==> src/rtl/char_normalizer_pkg.sv <==
`default_nettype none
// ============================================================================
// Module      : char_normalizer_pkg
// Description : Shared constants, FSM encoding and character class helpers
//               for the character normalizer front end.
// Revision    : 1.0 - initial release
// ============================================================================
package char_normalizer_pkg;

    localparam logic [7:0] C_PAD_CHAR    = 8'h20;
    localparam logic [7:0] C_UPPER_A     = 8'h41;
    localparam logic [7:0] C_UPPER_Z     = 8'h5A;
    localparam logic [7:0] C_LOWER_A     = 8'h61;
    localparam logic [7:0] C_LOWER_Z     = 8'h7A;
    localparam logic [7:0] C_CASE_OFFSET = 8'h20;

    typedef enum logic [0:0] {
        ST_RUN   = 1'b0,
        ST_FLUSH = 1'b1
    } state_t;

    function automatic logic is_upper(input logic [7:0] c);
        return (c >= C_UPPER_A) && (c <= C_UPPER_Z);
    endfunction

    function automatic logic is_lower(input logic [7:0] c);
        return (c >= C_LOWER_A) && (c <= C_LOWER_Z);
    endfunction

endpackage
`default_nettype wire

==> src/rtl/char_normalizer_fifo.sv <==
`default_nettype none
// ============================================================================
// Module      : norm_fifo
// Description : DEPTH x WIDTH synchronous FIFO with combinational head read.
// Revision    : 1.0 - initial release
// ============================================================================
module norm_fifo #(
    parameter int DEPTH = 4,
    parameter int WIDTH = 9
) (
    input  logic             clk,
    input  logic             reset,
    input  logic             push,
    input  logic [WIDTH-1:0] push_data,
    input  logic             pop,
    output logic [WIDTH-1:0] pop_data,
    output logic             full,
    output logic             empty
);

    localparam int                 C_PTR_W      = $clog2(DEPTH);
    localparam logic [C_PTR_W:0]   C_FULL_COUNT = (C_PTR_W + 1)'(DEPTH);

    logic [WIDTH-1:0]   r_mem [DEPTH];
    logic [C_PTR_W-1:0] r_wr_ptr;
    logic [C_PTR_W-1:0] r_rd_ptr;
    logic [C_PTR_W:0]   r_count;
    logic               w_do_push;
    logic               w_do_pop;

    assign full      = (r_count == C_FULL_COUNT);
    assign empty     = (r_count == '0);
    assign w_do_push = push & ~full;
    assign w_do_pop  = pop & ~empty;
    assign pop_data  = r_mem[r_rd_ptr];

    // Power-of-two depth lets the pointers wrap by natural overflow.
    always_ff @(posedge clk or posedge reset) begin
        if (reset) begin
            r_wr_ptr <= '0;
            r_rd_ptr <= '0;
            r_count  <= '0;
        end else begin
            if (w_do_push) begin
                r_wr_ptr <= r_wr_ptr + 1'b1;
            end
            if (w_do_pop) begin
                r_rd_ptr <= r_rd_ptr + 1'b1;
            end
            if (w_do_push && !w_do_pop) begin
                r_count <= r_count + 1'b1;
            end else if (!w_do_push && w_do_pop) begin
                r_count <= r_count - 1'b1;
            end
        end
    end

    always_ff @(posedge clk) begin
        if (w_do_push) begin
            r_mem[r_wr_ptr] <= push_data;
        end
    end

endmodule
`default_nettype wire

==> src/rtl/char_normalizer.sv <==
`default_nettype none
// ============================================================================
// Module      : char_normalizer
// Description : Lower-cases letters, collapses separator runs, terminates
//               every stream with a separator and counts words per stream.
// Revision    : 1.0 - initial release
// ============================================================================
module char_normalizer
    import char_normalizer_pkg::*;
#(
    parameter int         DEPTH    = 4,
    parameter logic [7:0] PAD_CHAR = C_PAD_CHAR,
    parameter int         CNT_W    = 16
) (
    input  logic             clk,
    input  logic             reset,
    input  logic [7:0]       in_data,
    input  logic             in_valid,
    input  logic             in_last,
    output logic             in_ready,
    output logic [7:0]       out_data,
    output logic             out_valid,
    output logic             out_last,
    input  logic             out_ready,
    output logic             stream_done,
    output logic [CNT_W-1:0] stream_words
);

    state_t           r_state;
    logic             r_prev_sep;
    logic [CNT_W-1:0] r_word_cnt;

    logic             w_full;
    logic             w_empty;
    logic             w_acc;
    logic             w_upper;
    logic             w_letter;
    logic [7:0]       w_char;
    logic             w_push;
    logic [8:0]       w_push_entry;
    logic [8:0]       w_head;
    logic             w_stream_end;
    logic [CNT_W-1:0] w_word_cnt_next;

    assign in_ready = (r_state == ST_RUN) & ~w_full;
    assign w_acc    = in_valid & in_ready;
    assign w_upper  = is_upper(in_data);
    assign w_letter = w_upper | is_lower(in_data);
    assign w_char   = w_upper ? (in_data + C_CASE_OFFSET) : in_data;

    always_comb begin
        w_push          = 1'b0;
        w_push_entry    = {1'b0, PAD_CHAR};
        w_word_cnt_next = r_word_cnt;
        if (r_state == ST_FLUSH) begin
            w_push       = ~w_full;
            w_push_entry = {1'b1, PAD_CHAR};
        end else if (w_acc) begin
            if (w_letter) begin
                w_push       = 1'b1;
                w_push_entry = {1'b0, w_char};
                if (r_prev_sep && (r_word_cnt != {CNT_W{1'b1}})) begin
                    w_word_cnt_next = r_word_cnt + 1'b1;
                end
            end else if (!r_prev_sep) begin
                w_push       = 1'b1;
                w_push_entry = {in_last, PAD_CHAR};
            end else if (in_last) begin
                // Separator-terminated stream still needs its closing pad.
                w_push       = 1'b1;
                w_push_entry = {1'b1, PAD_CHAR};
            end
        end
    end

    assign w_stream_end = w_push & w_push_entry[8];

    always_ff @(posedge clk or posedge reset) begin
        if (reset) begin
            r_state      <= ST_RUN;
            r_prev_sep   <= 1'b1;
            r_word_cnt   <= '0;
            stream_done  <= 1'b0;
            stream_words <= '0;
        end else begin
            stream_done <= w_stream_end;
            r_word_cnt  <= w_word_cnt_next;
            if (w_acc) begin
                r_prev_sep <= ~w_letter;
            end
            if (w_stream_end) begin
                stream_words <= w_word_cnt_next;
                r_word_cnt   <= '0;
                r_prev_sep   <= 1'b1;
            end
            case (r_state)
                ST_RUN: begin
                    if (w_acc && w_letter && in_last) begin
                        r_state <= ST_FLUSH;
                    end
                end
                ST_FLUSH: begin
                    if (!w_full) begin
                        r_state <= ST_RUN;
                    end
                end
                default: r_state <= ST_RUN;
            endcase
        end
    end

    norm_fifo #(
        .DEPTH (DEPTH),
        .WIDTH (9)
    ) u_fifo (
        .clk       (clk),
        .reset     (reset),
        .push      (w_push),
        .push_data (w_push_entry),
        .pop       (out_ready & ~w_empty),
        .pop_data  (w_head),
        .full      (w_full),
        .empty     (w_empty)
    );

    assign out_valid = ~w_empty;
    assign out_data  = w_empty ? 8'h00 : w_head[7:0];
    assign out_last  = ~w_empty & w_head[8];

endmodule
`default_nettype wire
==> config.mk <==
export PLATFORM = sky130hd
export DESIGN_NAME = char_normalizer
export DESIGN_NICKNAME = d
export VERILOG_FILES = /design/src/rtl/char_normalizer_pkg.sv /design/src/rtl/char_normalizer_fifo.sv /design/src/rtl/char_normalizer.sv
export SDC_FILE = /design/constraint.sdc
export NUM_CORES = 1
export LEC_CHECK = 0
export ABC_AREA = 1
export CORE_UTILIZATION = 61
export DETAILED_ROUTE_END_ITERATION = 10
export PLACE_DENSITY_LB_ADDON = 0.1
export SLEW_MARGIN = 10
export SYNTH_ARGS = -nofsm -noshare
export SYNTH_HDL_FRONTEND = slang
export SYNTH_SLANG_ARGS = --single-unit
==> constraint.sdc <==
create_clock -name clk -period 6.4 [get_ports clk]
set_input_delay 0.96 -clock clk [delete_from_list [all_inputs] [get_ports clk]]
set_output_delay 0.96 -clock clk [all_outputs]
set_load 0.02 [all_outputs]
======== Word-level counts from Yosys, hierarchy flattened ========
Memories as Yosys holds them, arrays and structs flattened.
Index checks and enable logic that the tools add are counted.
operators by class
  add/subtract/negate cells ............... 6
  $lt $le $gt $ge ......................... 4
  equality and inequality tests ........... 2
  multiplexer cells ....................... 26
  bitwise gates (word level) .............. 12
  reductions and logical operators ........ 12
operator list
  kind                                                                    count
  16-bit two-way mux                                                      5
  9-bit two-way mux                                                       5
  16-bit by 1-bit adder with 16-bit output (second input constant)        1
  8-bit by 7-bit >= comparator with 1-bit output (second input constant)  2
  8-bit by 7-bit <= comparator with 1-bit output (second input constant)  2
  8-bit two-way mux                                                       2
  16-bit inequality test (second input constant)                          1
  1-bit two-way mux                                                       11
  8-bit by 6-bit adder with 8-bit output (second input constant)          1
  1-bit AND                                                               7
  1-bit logical AND                                                       7
  3-bit two-way mux                                                       2
  2-bit by 1-bit adder with 2-bit output (second input constant)          2
  1-bit NOT                                                               4
  2-bit nonzero test                                                      2
  3-bit by 1-bit adder with 3-bit output (second input constant)          1
  3-bit equality test (second input constant)                             1
  3-bit logical NOT                                                       1
  3-bit by 1-bit subtractor with 3-bit output (second input constant)     1
  1-bit logical NOT                                                       2
  1-bit one-hot mux with 2 select lines                                   1
  1-bit OR                                                                1
word-level totals
  bits in registers ....................... 42
  memory bits (writable) .................. 36
  bits of input ports ..................... 13
  output and inout port bits .............. 28
  logic and storage cells ................. 71
  memories ................................ 1
memories
  memory        depth  bits a word  read ports  clocked after Yosys merged registers in  wr ports  line                        text
  u_fifo.r_mem  4      9            1           0                                        1         char_normalizer_fifo.sv:24  logic [WIDTH-1:0] r_mem [DEPTH];

======== Longest topological paths before layout ========
  depth in word-level cells ............... 11
  depth in mapped cells ................... 18

======== By module ========
From an unflattened synthesis, not the netlist that was laid out.
second synthesis, totals
  cells, all modules ...................... 505
  area total of the unflattened synthesis .. 4167.7 sq um
modules (own cells, without submodules)
  module           instances  cells each  area each (sq um)
  char_normalizer  1          339         2280.9
  norm_fifo        1          166         1886.8

======== Worst setup path after synthesis ========
Ideal clock, no wire load.
  kind .................................... input port to flip-flop
  start ................................... input port in_data[7]
  end ..................................... register u_fifo.r_count[1]
  setup time .............................. 0.125 ns
  arrival time ............................ 2.797 ns
  data required time ...................... 6.275 ns
  slack ................................... 3.479 ns
  stages on the path ...................... 16
  path buffers ............................ 0
  path through ............................ inv_1 nand2_1 nor2_1 nand2_1 nand2_1 nand2_1 nand2_4 nand2_4 nand2_1 nand3_1 nand2_1 inv_1 ha_1 inv_1 fa_1 mux2_2
between the ends
  word-level cells in the longest chain between the ends .. 10
RTL lines
  what                                                                          line                                                  text
  from (decl)                                                                   char_normalizer.sv:17                                 input logic [7:0] in_data,
  8-bit by 7-bit >= comparator with 1-bit output, or another cell as far along  char_normalizer_pkg.sv:23                             return (c >= C_UPPER_A) && (c <= C_UPPER_Z);
  1-bit logical AND, on equally long branches                                   char_normalizer_pkg.sv:23, char_normalizer_pkg.sv:27
  1-bit OR *                                                                    char_normalizer.sv:48                                 assign w_letter = w_upper | is_lower(in_data);
  1-bit two-way mux *                                                           char_normalizer.sv:59                                 if (w_letter) begin
  1-bit two-way mux *                                                           char_normalizer.sv:58                                 end else if (w_acc) begin
  1-bit two-way mux *                                                           char_normalizer.sv:55                                 if (r_state == ST_FLUSH) begin
  1-bit AND *                                                                   char_normalizer_fifo.sv:33                            assign w_do_push = push & ~full;
  net u_fifo.w_do_push                                                          char_normalizer_fifo.sv:28                            logic w_do_push;
  1-bit logical NOT                                                             char_normalizer_fifo.sv:52                            end else if (!w_do_push && w_do_pop) begin
  1-bit logical AND                                                             char_normalizer_fifo.sv:52
  2-bit nonzero test (no source line)                                           --
  to (signal assigned)                                                          char_normalizer_fifo.sv:51                            r_count <= r_count + 1'b1;
  to (signal assigned)                                                          char_normalizer_fifo.sv:53                            r_count <= r_count - 1'b1;
  to (decl)                                                                     char_normalizer_fifo.sv:27                            logic [C_PTR_W:0] r_count;
Mark *: on every way through the listed nets, which the timed path passes. The rest lies on a longest branch.
A chain may end at the register's enable or synchronous reset.

======== Final worst setup path ========
  start ................................... input port in_data[6]
  end ..................................... register u_fifo.r_count[2]
Same word-level chain as after synthesis.

==> results.sh <==
export IMPL_clk_path_buf_depth=2
export IMPL_final_min_clock_period_ps=3696
export IMPL_yosysUniqueCellTypes=35
export IMPL_failed_checks="design-rule violations"
export IMPL_synthMuxAreaShare=0.002731
export IMPL_die_h_um=84.21
export IMPL_drt_met1_wl_mm=3.551
export IMPL_tns_ps=0
export IMPL_totalWireLength_mm=8.546
export IMPL_grt_pass1_wl_mm=14.55
export IMPL_whs_ps=480.7
export IMPL_drtPass1Iterations=7
export IMPL_cp_required_ps=6630
export IMPL_synthAdderAreaFrac=0.02610
export IMPL_initial_core_util=0.6419
export IMPL_gp_congestion=0.8552
export IMPL_wl_met3_um=345
export IMPL_synth_xor_area_frac=0.01275
export IMPL_tightest_slew_ps=869.7
export IMPL_rows=29
export IMPL_critical_path_top_delay_family="simple AND/OR/NAND/NOR gates"
export IMPL_critical_path_class="in -> reg"
export IMPL_grt_pass1_vias=3343
export IMPL_cts_root_buffer="clkbuf_8"
export IMPL_placed_area_mm2=0.004567
export IMPL_layout_commonest_cell="nand2_1"
export IMPL_synth_top_family_by_area="simple AND/OR/NAND/NOR gates"
export IMPL_hold_viol=0
export IMPL_drt_antenna_violating_nets=0
export IMPL_antenna_found_initial=0
export IMPL_die_width_um=84.21
export IMPL_multi_input_comb_area_mm2=0.001779
export IMPL_cts_setup_buffers=0
export IMPL_period_share=0.5775
export IMPL_status="finished, violations left"
export IMPL_dp_slack_ps=2362
export IMPL_hpwlAfterDp_mm=5.809
export IMPL_grt_max_degree=43
export IMPL_cts_tree="yes"
export IMPL_cp_cell_sequence="clkdlybuf4s50_1 > nand2_1 > nor2_1 > nand2_1 > nand2_1 > nand2_4 > nand2_4 > nand2_1 > nand3_1 > nand2_1 > inv_1 > ha_1 > inv_1 > fa_1 > a21oi_1 > o21ai_0 > xnor2_1"
export IMPL_cts_resized=0
export IMPL_power_density_mw_per_mm2=442.1
export IMPL_num_fill_cells=507
export IMPL_cts_sinks=78
export IMPL_syn_inst=505
export IMPL_clock_latency_ps=350
export IMPL_final_cell_area_mm2=0.004787
export IMPL_cpMostUsedCell="nand2_1"
export IMPL_synth_yosys_warnings=0
export IMPL_netlist_area_leader_share=0.2622
export IMPL_drc=6
export IMPL_finalSetupViolCount=0
export IMPL_synth_seq_area_share=0.5175
export IMPL_nNetsFinal=568
export IMPL_syn_to_final_growth_pct=16.12
export IMPL_maxCapViolCount=0
export IMPL_synth_simple_area_share=0.3205
export IMPL_drive_above_1_share=0.07246
export IMPL_peakVddDrop_mv=0.2854
export IMPL_grt_use_total=0.2644
export IMPL_dr_total_vias=3342
export IMPL_htree_levels=3
export IMPL_die_area_mm2=0.007091
export IMPL_critPathCaptureType="flip-flop"
export IMPL_clk_pin_slew_ps=90
export IMPL_cpPeakStageDelay_ps=530
export IMPL_yosys_area_top_type="edfxtp_1"
export IMPL_globalRoute_totalOverflow=0
export IMPL_postCtsHoldBufs=0
export IMPL_synth_area_mm2=0.004123
export IMPL_cts_made_buffers=9
export IMPL_regArea_mm2=0.002133
export IMPL_via_per_inst=5.313
export IMPL_io_pins=41
export IMPL_finalClockSkew_ps=9.002
export IMPL_coreArea_mm2=0.006422
export IMPL_final_cell_mix="183 x nand2_1, 77 x nor2_1, 41 x dfrtp_1"
export IMPL_rsz0062_at_grt="false"
export IMPL_routedWlPerCell_um=13.59
export IMPL_dr_wl_met2_mm=4.452
export IMPL_top_layer="met4"
export IMPL_p_leak_nw=2.220
export IMPL_path_max_fanout=16
export IMPL_hold_class="reg -> reg"
export IMPL_slew_headroom=0.4181
export IMPL_drtIter0Drc=146
export IMPL_layout_setup_ws_ps=2704
export IMPL_final_util=0.7454
export IMPL_max_freq_ghz=0.2706
export IMPL_synth_seq_cells=78
export IMPL_slowest_stage="clkdlybuf4s50_1"
export IMPL_cp_start_kind="input port"
export IMPL_fin_total_pwr_mw=2.116
export IMPL_cp_num_buf_inv=3
export IMPL_synth_area_per_cell_um2=8.164
export IMPL_synth_compound_area_frac=0.06586
export IMPL_arrival_ps=3930
export IMPL_insertedDiodeCount=0
export IMPL_dpl_cell_count=613
export IMPL_slew_violations=0
export IMPL_numPortBuffers=40
export IMPL_instances_no_fill=629
export IMPL_synth_area_leaders="edfxtp_1 26%, dfrtp_1 25%, nand2_1 17%"
Yosys cell counts (all sizes together):
cell type  count
inv           39
fa             1
nand2        191
mux2           1
nor3b          1
nor3           3
o21ai         29
nor2          83
ha             7
nor4           1
xnor2          2
nand3         21
a21oi         20
dfrtp         41
xor2           4
buf            7
clkbuf         6
edfxtp        36
clkinv         1
nand3b         4
conb           1
dfstp          1
nand4          5
worst reg2reg max path, cell delays in order (launching register included):
cell	delay, ps
dfrtp_1	460
nor2_1	120
a21oi_4	140
nand2_2	210
inv_2	300
nand2_1	300
nand3_1	150
nand2_1	150
inv_1	130
ha_1	140
inv_1	60
fa_1	380
a21oi_1	150
o21ai_0	130
xnor2_1	150
flip-flops by register name (all words and copies together) (netlist names):
signal           flops
u_fifo.r_mem        36
r_word_cnt          16
stream_words        16
u_fifo.r_count       3
u_fifo.r_rd_ptr      2
u_fifo.r_wr_ptr      2
r_prev_sep           1
r_state              1
stream_done          1
layout make-up:
| class | count | area share |
|---|---|---|
| Multi-Input combinational cell | 377 | 0.3717 |
| Timing Repair Buffer | 41 | 0.08521 |
| Sequential cell | 78 | 0.4456 |
| Clock inverter | 7 | 0.02013 |
| Tap cell | 77 | 0.02013 |
| Inverter | 40 | 0.03136 |
| Clock buffer | 9 | 0.02588 |
cell families after synthesis:
| logic type | after synthesis |
|---|---|
| buffers and inverters | 53 |
| multiplexers | 1 |
| AND/OR/NAND/NOR | 309 |
| adder cells (fa/ha/maj) | 8 |
| other | 1 |
| XOR/XNOR | 6 |
| AO/OA/AOI/OAI | 49 |
| flip-flops | 78 |
per-layer routing:
metal  GRT usage  up-vias
met5           0        -
met4      0.1458        0
met3     0.03933       16
met2      0.4791       75
met1      0.3005     1564
li1            -     1687
worst paths after layout:
path	depth (start not counted)	startpoint	slack, ps	to
worst max-delay path	17	in_data[6]	2700	u_fifo.r_count[2]
worst min-delay path	2	stream_words[14]	480	stream_words[14]
worst max register to register	14	u_fifo.r_count[0]	3290	u_fifo.r_count[2]
worst min register to register	2	stream_words[14]	480	stream_words[14]
max in group asynchronous	3	reset	4970	r_prev_sep
min in group asynchronous	3	reset	1060	stream_words[3]
power breakdown:
part,internal [mW],switching (mW)
Sequential,0.670,0.126
Combinational,0.361,0.550
Clock,0.221,0.189
Total,1.25,0.864
Note: power is estimated with default switching activity, not from simulation.
